[src/rtl/mem_wb_stage.sv]
// MEM/WB pipeline boundary: registers the memory-stage bundle, aligns load data,
// and sequences variable-latency load responses with misalignment/timeout flags.
module mem_wb_stage #(
   parameter int XLEN    = 32,
   parameter int TIMEOUT = 16
) (
   input  logic            clk,
   input  logic            rst,
   input  logic            in_valid,
   input  logic            in_reg_write,
   input  logic            in_mem_read,
   input  logic [2:0]      in_funct3,
   input  logic [4:0]      in_rd,
   input  logic [2:0]      in_wb_sel,
   input  logic [XLEN-1:0] in_alu,
   input  logic [XLEN-1:0] in_pc4,
   input  logic [XLEN-1:0] in_imm,
   input  logic [XLEN-1:0] in_csr,
   input  logic            flush,
   input  logic            dmem_rvalid,
   input  logic [XLEN-1:0] dmem_rdata,
   output logic            stall_mem,
   output logic            wb_valid,
   output logic            wb_we,
   output logic [4:0]      wb_rd,
   output logic [2:0]      wb_sel,
   output logic [XLEN-1:0] wb_alu,
   output logic [XLEN-1:0] wb_load,
   output logic [XLEN-1:0] wb_pc4,
   output logic [XLEN-1:0] wb_imm,
   output logic [XLEN-1:0] wb_csr,
   output logic            load_misaligned,
   output logic            load_timeout,
   output logic            dbg_state
);

   localparam int CW = $clog2(TIMEOUT + 1);
   localparam logic [CW-1:0] TO_C = CW'(TIMEOUT);

   typedef enum logic {S_IDLE = 1'b0, S_WAIT = 1'b1} state_t;

   state_t          state_q, state_d;
   logic [CW-1:0]   cnt_q, cnt_d;
   logic            wb_valid_q, wb_valid_d;
   logic            wb_we_q, wb_we_d;
   logic [4:0]      wb_rd_q, wb_rd_d;
   logic [2:0]      wb_sel_q, wb_sel_d;
   logic [XLEN-1:0] wb_alu_q, wb_alu_d;
   logic [XLEN-1:0] wb_load_q, wb_load_d;
   logic [XLEN-1:0] wb_pc4_q, wb_pc4_d;
   logic [XLEN-1:0] wb_imm_q, wb_imm_d;
   logic [XLEN-1:0] wb_csr_q, wb_csr_d;
   logic            mis_q, mis_d;
   logic            to_q, to_d;

   logic            in_ok, load, misal, stall_c, capture, timeout_c, cap_we;
   logic [XLEN-1:0] cap_load;

   function automatic logic [XLEN-1:0] align_load(input logic [2:0] f3,
                                                 input logic [1:0] a,
                                                 input logic [XLEN-1:0] w);
      logic [7:0]  b;
      logic [15:0] h;
      b = w[{a, 3'b000} +: 8];
      h = w[{a[1], 4'b0000} +: 16];
      case (f3)
         3'b000:  align_load = {{(XLEN-8){b[7]}}, b};
         3'b001:  align_load = {{(XLEN-16){h[15]}}, h};
         3'b010:  align_load = w;
         3'b100:  align_load = {{(XLEN-8){1'b0}}, b};
         3'b101:  align_load = {{(XLEN-16){1'b0}}, h};
         default: align_load = '0;
      endcase
   endfunction

   assign in_ok = in_valid & ~flush;
   assign load  = in_ok & in_mem_read;
   assign misal = load & ((((in_funct3 == 3'b001) | (in_funct3 == 3'b101)) & in_alu[0]) |
                          ((in_funct3 == 3'b010) & (in_alu[1:0] != 2'b00)));
   assign cap_we   = in_ok & in_reg_write & (in_rd != 5'd0) & ~misal;
   assign cap_load = (load & ~misal) ? align_load(in_funct3, in_alu[1:0], dmem_rdata) : '0;

   // Handshake: while stall_mem is high the MEM stage must hold every in_* input
   // stable; the bundle is consumed on the first rising edge with stall_mem low.
   always_comb begin
      state_d   = state_q;
      cnt_d     = cnt_q;
      stall_c   = 1'b0;
      capture   = 1'b0;
      timeout_c = 1'b0;
      case (state_q)
         S_IDLE: begin
            if (load && !misal && !dmem_rvalid) begin
               state_d = S_WAIT;
               cnt_d   = '0;
               stall_c = 1'b1;
            end else begin
               capture = 1'b1;
            end
         end
         S_WAIT: begin
            if (flush) begin
               state_d = S_IDLE;
            end else if (dmem_rvalid) begin
               capture = 1'b1;
               state_d = S_IDLE;
            end else if (cnt_q < TO_C) begin
               cnt_d   = cnt_q + CW'(1);
               stall_c = 1'b1;
            end else begin
               timeout_c = 1'b1;
               state_d   = S_IDLE;
            end
         end
         default: state_d = S_IDLE;
      endcase
   end

   // Bundle fields hold between captures; valid, write enable and pulses default low.
   always_comb begin
      wb_valid_d = 1'b0;
      wb_we_d    = 1'b0;
      mis_d      = 1'b0;
      to_d       = 1'b0;
      wb_rd_d    = wb_rd_q;
      wb_sel_d   = wb_sel_q;
      wb_alu_d   = wb_alu_q;
      wb_load_d  = wb_load_q;
      wb_pc4_d   = wb_pc4_q;
      wb_imm_d   = wb_imm_q;
      wb_csr_d   = wb_csr_q;
      if (capture || timeout_c) begin
         wb_rd_d   = in_rd;
         wb_sel_d  = in_wb_sel;
         wb_alu_d  = in_alu;
         wb_pc4_d  = in_pc4;
         wb_imm_d  = in_imm;
         wb_csr_d  = in_csr;
         wb_load_d = capture ? cap_load : '0;
      end
      if (capture) begin
         wb_valid_d = in_ok;
         wb_we_d    = cap_we;
         mis_d      = misal;
      end
      if (timeout_c) begin
         wb_valid_d = 1'b1;
         to_d       = 1'b1;
      end
   end

   always_ff @(posedge clk) begin
      if (rst) begin
         state_q    <= S_IDLE;
         cnt_q      <= '0;
         wb_valid_q <= 1'b0;
         wb_we_q    <= 1'b0;
         wb_rd_q    <= '0;
         wb_sel_q   <= '0;
         wb_alu_q   <= '0;
         wb_load_q  <= '0;
         wb_pc4_q   <= '0;
         wb_imm_q   <= '0;
         wb_csr_q   <= '0;
         mis_q      <= 1'b0;
         to_q       <= 1'b0;
      end else begin
         state_q    <= state_d;
         cnt_q      <= cnt_d;
         wb_valid_q <= wb_valid_d;
         wb_we_q    <= wb_we_d;
         wb_rd_q    <= wb_rd_d;
         wb_sel_q   <= wb_sel_d;
         wb_alu_q   <= wb_alu_d;
         wb_load_q  <= wb_load_d;
         wb_pc4_q   <= wb_pc4_d;
         wb_imm_q   <= wb_imm_d;
         wb_csr_q   <= wb_csr_d;
         mis_q      <= mis_d;
         to_q       <= to_d;
      end
   end

   assign stall_mem       = stall_c & ~rst;
   assign wb_valid        = wb_valid_q;
   assign wb_we           = wb_we_q;
   assign wb_rd           = wb_rd_q;
   assign wb_sel          = wb_sel_q;
   assign wb_alu          = wb_alu_q;
   assign wb_load         = wb_load_q;
   assign wb_pc4          = wb_pc4_q;
   assign wb_imm          = wb_imm_q;
   assign wb_csr          = wb_csr_q;
   assign load_misaligned = mis_q;
   assign load_timeout    = to_q;
   assign dbg_state       = (state_q == S_WAIT);

endmodule

[config.mk]
export PLATFORM = sky130hd
export DESIGN_NAME = mem_wb_stage
export DESIGN_NICKNAME = d
export VERILOG_FILES = /design/src/rtl/mem_wb_stage.sv
export SDC_FILE = /design/constraint.sdc
export NUM_CORES = 1
export LEC_CHECK = 0
export ABC_AREA = 1
export BUFFER_PORTS_ARGS = -buffer_cell sky130_fd_sc_hd__buf_2
export CORE_ASPECT_RATIO = 0.75
export CORE_MARGIN = 4
export CORE_UTILIZATION = 47
export CTS_BUF_LIST = sky130_fd_sc_hd__clkbuf_16
export CTS_CLUSTER_DIAMETER = 150
export DETAILED_ROUTE_END_ITERATION = 7
export GPL_ROUTABILITY_DRIVEN = 0
export PLACE_DENSITY = 0.8
export SLEW_MARGIN = 30
export SYNTH_ARGS = -nofsm -noshare
export SYNTH_HDL_FRONTEND = slang
export SYNTH_SLANG_ARGS = --single-unit
[constraint.sdc]
create_clock -name clk -period 1.5 [get_ports clk]
set_input_delay 0.075 -clock clk [delete_from_list [all_inputs] [get_ports clk]]
set_output_delay 0.075 -clock clk [all_outputs]
set_load 0.01 [all_outputs]
Word-level counts from Yosys, hierarchy flattened. Index checks and enable logic that the tools add are counted.

Register bits: 178. Latch bits: 0. Bits in writable memories: 0. Memory bits (read-only): 0. Input port bits: 178. Output and inout bits: 174. Logic and storage cells: 76. Memories kept: 0.

Add/sub/neg operators: 1. Multiply operators: 0. Divide/modulo/power cells: 0. Order comparisons: 1. Equality and inequality tests: 8. Shifts and indexed selects: 2. Muxes and demuxes: 24. Bitwise logic cells: 17. Reduce and logical (&&, ||, !) cells: 10.

Operators with widths (number): one-hot mux 32 bit (5 select lines) (1); two-way mux 32 bit (2); variable part select 32 x 6 -> 16 bit (1); variable part select 32 x 6 -> 8 bit (1); two-way mux 5 bit (4); two-way mux 1 bit (14); bitwise AND 1 bit (10); one-hot mux 5 bit (2 select lines) (1); == test 3 bit, second input constant (2); != test 2 bit, second input constant (3); adder 5 x 1 -> 5 bit, second input constant (1); less-than comparator 5 bit, second input constant (1); inverter 1 bit (5); nonzero test 5 bit (1); one-hot mux 1 bit (2 select lines) (2); AND reduction 4 bit (1); == test 3 x 1 -> 1 bit, second input constant (1); == test 3 x 2 -> 1 bit, second input constant (1); zero test 3 bit (1); logical AND 1 bit (2); zero test 1 bit (2); != test 2 x 1 -> 1 bit, second input constant (1); OR 1 bit (2); nonzero test 2 bit (1); 2 further kinds (2).

Logic depth before layout (Yosys ltp). Gate-level depths: netlist of the first run.

Word-level depth: 12. Mapped depth: 11. Depth with buffers taken out: 9.

Worst setup path after synthesis of the first run. OpenSTA, ideal clock, no wires.

Kind: register to register. Start: register state_q, in the netlist dbg_state. End: register wb_pc4_q[29], in the netlist wb_pc4[29]. Library setup time: 0.070 ns. Arrival: 1.328 ns. Path slack: 0.101 ns. Cell stages (with the launch flop): 6. Path buffers: 2. Period minus slack after synthesis: 1.399 ns. Cells stage by stage: dfxtp_1 -> nand4_1 -> clkbuf_1 -> clkbuf_1 -> nand4_1 -> a21oi_1.

Cells in the longest elaborated chain, start to end: 3. Elaborated cells between the ends (all ways): 4. Classes of those cells: 2 x mux; 1 x bitwise; 1 x reduce/logical.

RTL lines: from (decl) (line 42) `state_t state_q, state_d;`; from (signal assigned) (line 168) `state_q <= state_d;`; inverter 1 bit; one-hot mux 1 bit (2 select lines) (line 91) `case (state_q)`; logical OR 1 bit * (line 132) `if (capture || timeout_c) begin`; to (signal assigned) (line 176) `wb_pc4_q <= wb_pc4_d;`; to (decl) (line 50) `logic [XLEN-1:0] wb_pc4_q, wb_pc4_d;`.

Every way passes the cells marked *; elsewhere a longest branch is shown, timed or not. A chain may end at the register's enable or synchronous reset.

Worst setup path in the final report of the first run.
Start: register state_q, in the netlist dbg_state. End: register wb_imm_q[18], in the netlist wb_imm[18].

Cells in the longest elaborated chain, start to end: 3. Elaborated cells between the ends (all ways): 4. Classes of those cells: 2 x mux; 1 x bitwise; 1 x reduce/logical.

RTL lines: inverter 1 bit; one-hot mux 1 bit (2 select lines) (line 91); logical OR 1 bit * (line 132); to (signal assigned) (line 177) `wb_imm_q <= wb_imm_d;`; to (decl) (line 51) `logic [XLEN-1:0] wb_imm_q, wb_imm_d;`.

Marks and branches as above.

==> flow_metrics.env, run 1 <==
export IMPL_yosysSeqAreaShare_pct=45.39
export IMPL_timing_hold_ws_ns=0.03912
export IMPL_synth_top_cell_area_share_pct=45.39
export IMPL_layout_commonest_cell="buf_2"
export IMPL_worst_path_max_fanout=19
export IMPL_cts_buffers=17
export IMPL_tns_ns=-0.03736
export IMPL_fmax_mhz=650.5
export IMPL_startpoint_type="flop"
export IMPL_postRouteWirelength_um=33880
export IMPL_max_vdd_ir_drop_mv=0.9661
export IMPL_hold_viol_final=0
export IMPL_wl_per_cell_um=19.21
export IMPL_crit_type="flop to flop"
export IMPL_routed_via_density=5.760
export IMPL_portBuffers=351
export IMPL_nets=1719
export IMPL_relSlewSlack_pct=72.40
export IMPL_ys_types=22
export IMPL_synthToLayoutAreaGrowth_pct=55.98
export IMPL_postSynthAreaPerCell_um2=7.309
export IMPL_postSynthCellCount=1074
export IMPL_htreeDepth=4
export IMPL_drc=0
export IMPL_clock_sinks=178
export IMPL_initial_utilization_pct=48.41
export IMPL_netlist_area_um2=7850
export IMPL_maxCapViolCount=0
export IMPL_die_area_um2=18860
export IMPL_vias=10160
export IMPL_drv_slew=0
export IMPL_yosys_warnings=0
export IMPL_gr_total_overflow=0
export IMPL_finalWorstSetupSlack_ns=-0.03736
export IMPL_worstPathRequired_ns=1.85
export IMPL_dp_cells=1582
export IMPL_syn_nets=1253
export IMPL_fin_crit_sh_pct=102.5
export IMPL_arrival_ns=1.89
export IMPL_root_buffer="clkbuf_16"
export IMPL_period_needed_ns=1.537
export IMPL_detail_route_antenna_nets=0
export IMPL_p_total_mw=11.60
export IMPL_ys_seq_elements=178
export IMPL_yosysTopAreaCell="dfxtp_1"
export IMPL_crit_path_end_kind="flop"
export IMPL_drt_first_iter_violations=1271
export IMPL_dieHeight_um=119.9
export IMPL_status="finished with violations"
export IMPL_grt_pass1_wl_um=49650
export IMPL_rsz0062_at_grt="yes"
export IMPL_synth_area_leaders="dfxtp_1 (45%), nand2_1 (14%), nand4_1 (13%)"
export IMPL_grt_pass1_vias=9475
export IMPL_finClkSkew_ns=0.007831
export IMPL_power_density_nw_per_um2=947.1
export IMPL_gr_usage_all_layers_pct=32.51
export IMPL_violations="negative setup slack"
export IMPL_setup_viol=1
export IMPL_final_layout_size_suffix_gt1_share_pct=30.46
export IMPL_clk_latency_ns=0.43
export IMPL_mostFrequentLayoutCells="buf_2 (349), nand2_1 (295), a21oi_1 (183)"
export IMPL_clkTransAtPathRegs_ns=0.08
export IMPL_io_pins=352
export IMPL_hold_class="primary input to flop"
export IMPL_antenna_found_initial=1
export IMPL_core_area_um2=16220
export IMPL_p_leak_nw=5.980
export IMPL_first_pass_iters=6
export IMPL_cts_max_path_buffers=2
export IMPL_instances_no_fill=1764
export IMPL_worst_slew_pin_slew_ns=0.4140
export IMPL_rows=40
export IMPL_cts_tree="built"
export IMPL_die_x_um=157.2
export IMPL_grt_max_degree=71
export IMPL_fillCellCount=1106
export IMPL_place_hpwl_um=19470
[synth_stat cells]
library cell / count
nand3_2: 2
buf_4: 18
buf_1: 1
inv_1: 49
clkbuf_1: 64
nor2_1: 21
nand4_1: 167
o21ai_0: 3
xor2_1: 3
nor2_4: 1
a21oi_1: 193
nor3_1: 3
o22ai_1: 1
nand2_2: 2
ha_1: 1
buf_2: 13
or2_2: 2
nand3_1: 43
nand2_1: 300
inv_4: 1
dfxtp_1: 178
buf_6: 8
[worst paths after layout]
path	cells after the start	slack (ns)	start	to
worst min register to register	2	0.48	wb_rd[2]$_SDFFE_PP0P_	wb_rd[2]$_SDFFE_PP0P_
worst min-delay path	5	0.04	in_alu[1]	wb_alu[1]$_SDFFE_PP0P_
worst max register to register	5	-0.04	dbg_state$_SDFF_PP0_	wb_imm[18]$_SDFFE_PP0P_
worst max-delay path	5	-0.04	dbg_state$_SDFF_PP0_	wb_imm[18]$_SDFFE_PP0P_
[registers in the layout, summed over array words and instances (netlist names)]
name             count
wb_alu              32
wb_csr              32
wb_imm              32
wb_load             32
wb_pc4              32
cnt_q                5
wb_rd                5
wb_sel               3
dbg_state            1
load_misaligned      1
load_timeout         1
wb_valid             1
wb_we                1
[power by group]
group | switching, mW | total [mW] | internal [mW]
logic | 1.15 | 2.10 | 0.954
clock network | 2.15 | 4.36 | 2.21
registers | 0.152 | 5.13 | 4.98
[through the flow]
| step | utilization, % | worst slack [ns] | area, um^2 |
|---|---|---|---|
| final | 75.51 | -0.03736 | 12240 |
| after global placement | 61.54 | 0.03830 | 9978 |
| after floorplan | - | 0.1013 | 7850 |
| after CTS | 73.67 | 0.004267 | 11950 |
| after global routing | 75.51 | -0.1141 | 12240 |
| after detailed placement | 61.54 | -0.01572 | 9978 |
[cell type report]
type | instances | area [um^2] | share of cell area, %
antenna | 1 | 2.502 | 0.02044
clock buffer | 17 | 425.4 | 3.474
clock inverter | 15 | 147.6 | 1.206
inverter | 50 | 190.2 | 1.553
multi-input combinational | 742 | 3665 | 29.93
sequential | 178 | 3568 | 29.14
tap | 210 | 262.8 | 2.146
timing repair buffer | 551 | 3983 | 32.53
[logic make-up (layout without fill, tap and decap cells)]
family,Yosys count,count (layout),share of synthesized area [%]
other,0,1,0
xor gates and xnor gates,3,3,0.3348
AOI/OAI and AO/OA,197,197,12.58
adders and majority gates,1,1,0.1594
buffers and inverters,154,633,9.229
DFF,178,178,45.39
and+or+nand+nor,541,541,32.31
[per-layer routing]
metal / up-vias / wire length (um) / GRT usage, %
met5: - / 0 / 0
met4: 0 / 1841 / 16.98
met3: 172 / 3726 / 9.697
met2: 742 / 15770 / 51.92
met1: 4612 / 12540 / 39.44
li1: 4635 / - / -
[critical path, stage by stage, from the launching register on]
cell and delay (ns):
dfxtp_2 0.36, nand4_1 0.23, nand3_4 0.29, buf_12 0.20, nand2_1 0.16, a21oi_1 0.20
[repair_timing]
action                                  CTS  global route
endpoints found under the hold margin   136             0
endpoints found under the setup margin    1            80
hold buffers                            136             0
buffers inserted                          2             6
pin swaps                                 2             6
gates cloned                              0             5
resized for setup                         7            30
(Power assumes the default switching activity.)
==> run 2: changes to the inputs <==
--- a/config.mk
+++ b/config.mk
@@ -15,6 +15,7 @@
 export DETAILED_ROUTE_END_ITERATION = 7
 export GPL_ROUTABILITY_DRIVEN = 0
 export PLACE_DENSITY = 0.8
+export RECOVER_POWER = 100
 export SLEW_MARGIN = 30
 export SYNTH_ARGS = -nofsm -noshare
 export SYNTH_HDL_FRONTEND = slang
==> run 2 against run 1 <==
  * Total power shrank 0.53%
  * Largest power group unchanged
  * The run ends with design-rule violations, negative setup slack left
  * Largest cell class unchanged
  * Register-to-register slack is essentially flat
  * Sequential share of layout area grew 0.52 points
  * Design area shrank 1.8%
  * Highest routed layer unchanged
==> flow_metrics.env, run 2 (same netlist as run 1, synthesis figures left out) <==
export IMPL_instances_no_fill=1764
export IMPL_setup_viol=1
export IMPL_dp_cells=1582
export IMPL_power_density_nw_per_um2=959.0
export IMPL_cts_tree="built"
export IMPL_grt_pass1_wl_um=49650
export IMPL_startpoint_type="flop"
export IMPL_place_hpwl_um=19470
export IMPL_fin_crit_sh_pct=102.5
export IMPL_dieHeight_um=119.9
export IMPL_reg2reg_from="dbg_state$_SDFF_PP0_"
export IMPL_drc=1
export IMPL_maxCapViolCount=0
export IMPL_gr_total_overflow=0
export IMPL_postLayoutCellArea_um2=12030
export IMPL_nets=1719
export IMPL_crit_path_start="dbg_state$_SDFF_PP0_"
export IMPL_violations="design-rule violations, negative setup slack"
export IMPL_grt_max_degree=71
export IMPL_fmax_mhz=650.1
export IMPL_cts_buffers=17
export IMPL_use_met3_pct=9.697
export IMPL_wl_per_cell_um=19.30
export IMPL_finalWorstSetupSlack_ns=-0.03814
export IMPL_mostFrequentLayoutCells="nand2_1 (295), a21oi_1 (183), buf_2 (177)"
export IMPL_portBuffers=351
export IMPL_final_util_pct=74.18
export IMPL_cpPeakStageDelay_ns=0.36
export IMPL_max_vdd_ir_drop_mv=0.9614
export IMPL_drt_first_iter_violations=1133
export IMPL_busiest_layer="met2"
export IMPL_hold_class="primary input to flop"
export IMPL_seqPwrFrac_pct=44.6
export IMPL_crit_buf_inv=1
export IMPL_io_pins=352
export IMPL_core_area_um2=16220
export IMPL_finClkSkew_ns=0.005950
export IMPL_die_area_um2=18860
export IMPL_drv_slew=0
export IMPL_initial_utilization_pct=48.41
export IMPL_gr_usage_all_layers_pct=32.51
export IMPL_root_buffer="clkbuf_16"
export IMPL_antenna_found_initial=1
export IMPL_placed_cell_area_um2=9978
export IMPL_cp_slowest_cell="dfxtp_2"
export IMPL_rsz0062_at_grt="yes"
export IMPL_switching_power_mw=3.457
export IMPL_tns_ns=-0.03814
export IMPL_period_needed_ns=1.538
export IMPL_worst_slew_pin_slew_ns=0.4128
export IMPL_synthToLayoutAreaGrowth_pct=53.24
export IMPL_crit_path_end_kind="flop"
export IMPL_clkPwrFrac_pct=37.8
export IMPL_vias=10180
export IMPL_path_cells="nand4_1 -> nand3_4 -> buf_12 -> nand2_1 -> a21oi_1"
export IMPL_r2r_end="wb_imm[18]$_SDFFE_PP0P_"
export IMPL_worstSetupPathDepth=5
export IMPL_use_met2_pct=51.92
export IMPL_final_layout_size_suffix_gt1_share_pct=19.38
export IMPL_rows=40
export IMPL_crit_type="flop to flop"
export IMPL_worst_path_max_fanout=19
export IMPL_die_x_um=157.2
export IMPL_reg2reg_setup_slack_ns=-0.04
export IMPL_worstPathRequired_ns=1.85
export IMPL_htreeDepth=4
export IMPL_status="finished with violations"
export IMPL_timing_hold_ws_ns=0.04058
export IMPL_hold_viol_final=0
export IMPL_clk_latency_ns=0.43
export IMPL_relSlewSlack_pct=72.48
export IMPL_cts_max_path_buffers=2
export IMPL_postRouteWirelength_um=34040
export IMPL_grt_pass1_vias=9475
export IMPL_combPwrFrac_pct=17.7
export IMPL_p_int_mw=8.078
export IMPL_fillCellCount=1234
export IMPL_p_sw_share_pct=29.97
export IMPL_clkTransAtPathRegs_ns=0.08
export IMPL_p_leak_nw=5.328
export IMPL_cp_top_family="simple AND/OR/NAND/NOR gates"
export IMPL_routed_via_density=5.770
export IMPL_layout_commonest_cell="nand2_1"
export IMPL_arrival_ns=1.89
export IMPL_met1_usage_pct=39.44
export IMPL_crit_end="wb_imm[18]$_SDFFE_PP0P_"
export IMPL_clock_sinks=178
export IMPL_detail_route_antenna_nets=0
export IMPL_r2r_cells=5
export IMPL_first_pass_iters=8
[run 2: area by class of cell]
type	count	area [um^2]	share of cell area, %
repair buffers	551	3767	31.32
diodes	1	2.502	0.02080
flip-flops and latches	178	3568	29.67
multi-input cells	742	3665	30.47
clock buffers	17	425.4	3.537
clock inverters	15	147.6	1.227
inverters	50	190.2	1.581
well taps	210	262.8	2.184
[run 2: worst min path at each step]
| stage | start | end | slack [ns] | cells after the start |
|---|---|---|---|---|
| floorplan | in_csr[0] | wb_csr[0]$_SDFFE_PP0P_ | 0.22 | 2 |
| global placement | in_alu[6] | wb_alu[6]$_SDFFE_PP0P_ | 0.32 | 3 |
| detailed placement | in_imm[0] | wb_imm[0]$_SDFFE_PP0P_ | 0.33 | 3 |
| CTS | in_alu[1] | wb_alu[1]$_SDFFE_PP0P_ | 0.03 | 5 |
| global route | rst | wb_csr[28]$_SDFFE_PP0P_ | 0.06 | 2 |
| finish | in_alu[1] | wb_alu[1]$_SDFFE_PP0P_ | 0.04 | 5 |
[run 2: per-stage QoR]
stage	setup slack [ns]	power, mW
final	-0.03814	11.54
after global placement	0.03830	6.836
after global routing	-0.1141	11.94
after floorplan	0.1013	6.045
after CTS	0.004267	11.42
after detailed placement	-0.01572	6.863
[run 2: repair_timing]
| action | CTS | global route |
|---|---|---|
| endpoints found under the hold margin | 136 | 0 |
| cloned | 0 | 5 |
| setup endpoints to repair | 1 | 80 |
| pin swaps | 2 | 6 |
| hold buffers | 136 | 0 |
| setup buffers | 2 | 6 |
| gates resized for setup | 7 | 30 |
[run 2: power by group through the flow]
stage	clock network, mW	registers [mW]	logic, mW
after floorplan	0	5.33	0.713
after global placement	0	5.21	1.63
after detailed placement	0	5.22	1.65
after CTS	4.37	5.11	1.94
after global routing	4.59	5.16	2.19
final	4.36	5.14	2.04
[run 2: worst min-delay path, delay by kind of cell]
family | cells | cell delay, ns
simple gates | 3 | 0.19
buf+inv | 2 | 0.17
[run 2: metal layers]
metal	up-vias	wire [um]
met5	-	0
met1	4615	12810
li1	4633	-
met3	198	3619
met2	733	15660
met4	0	1950
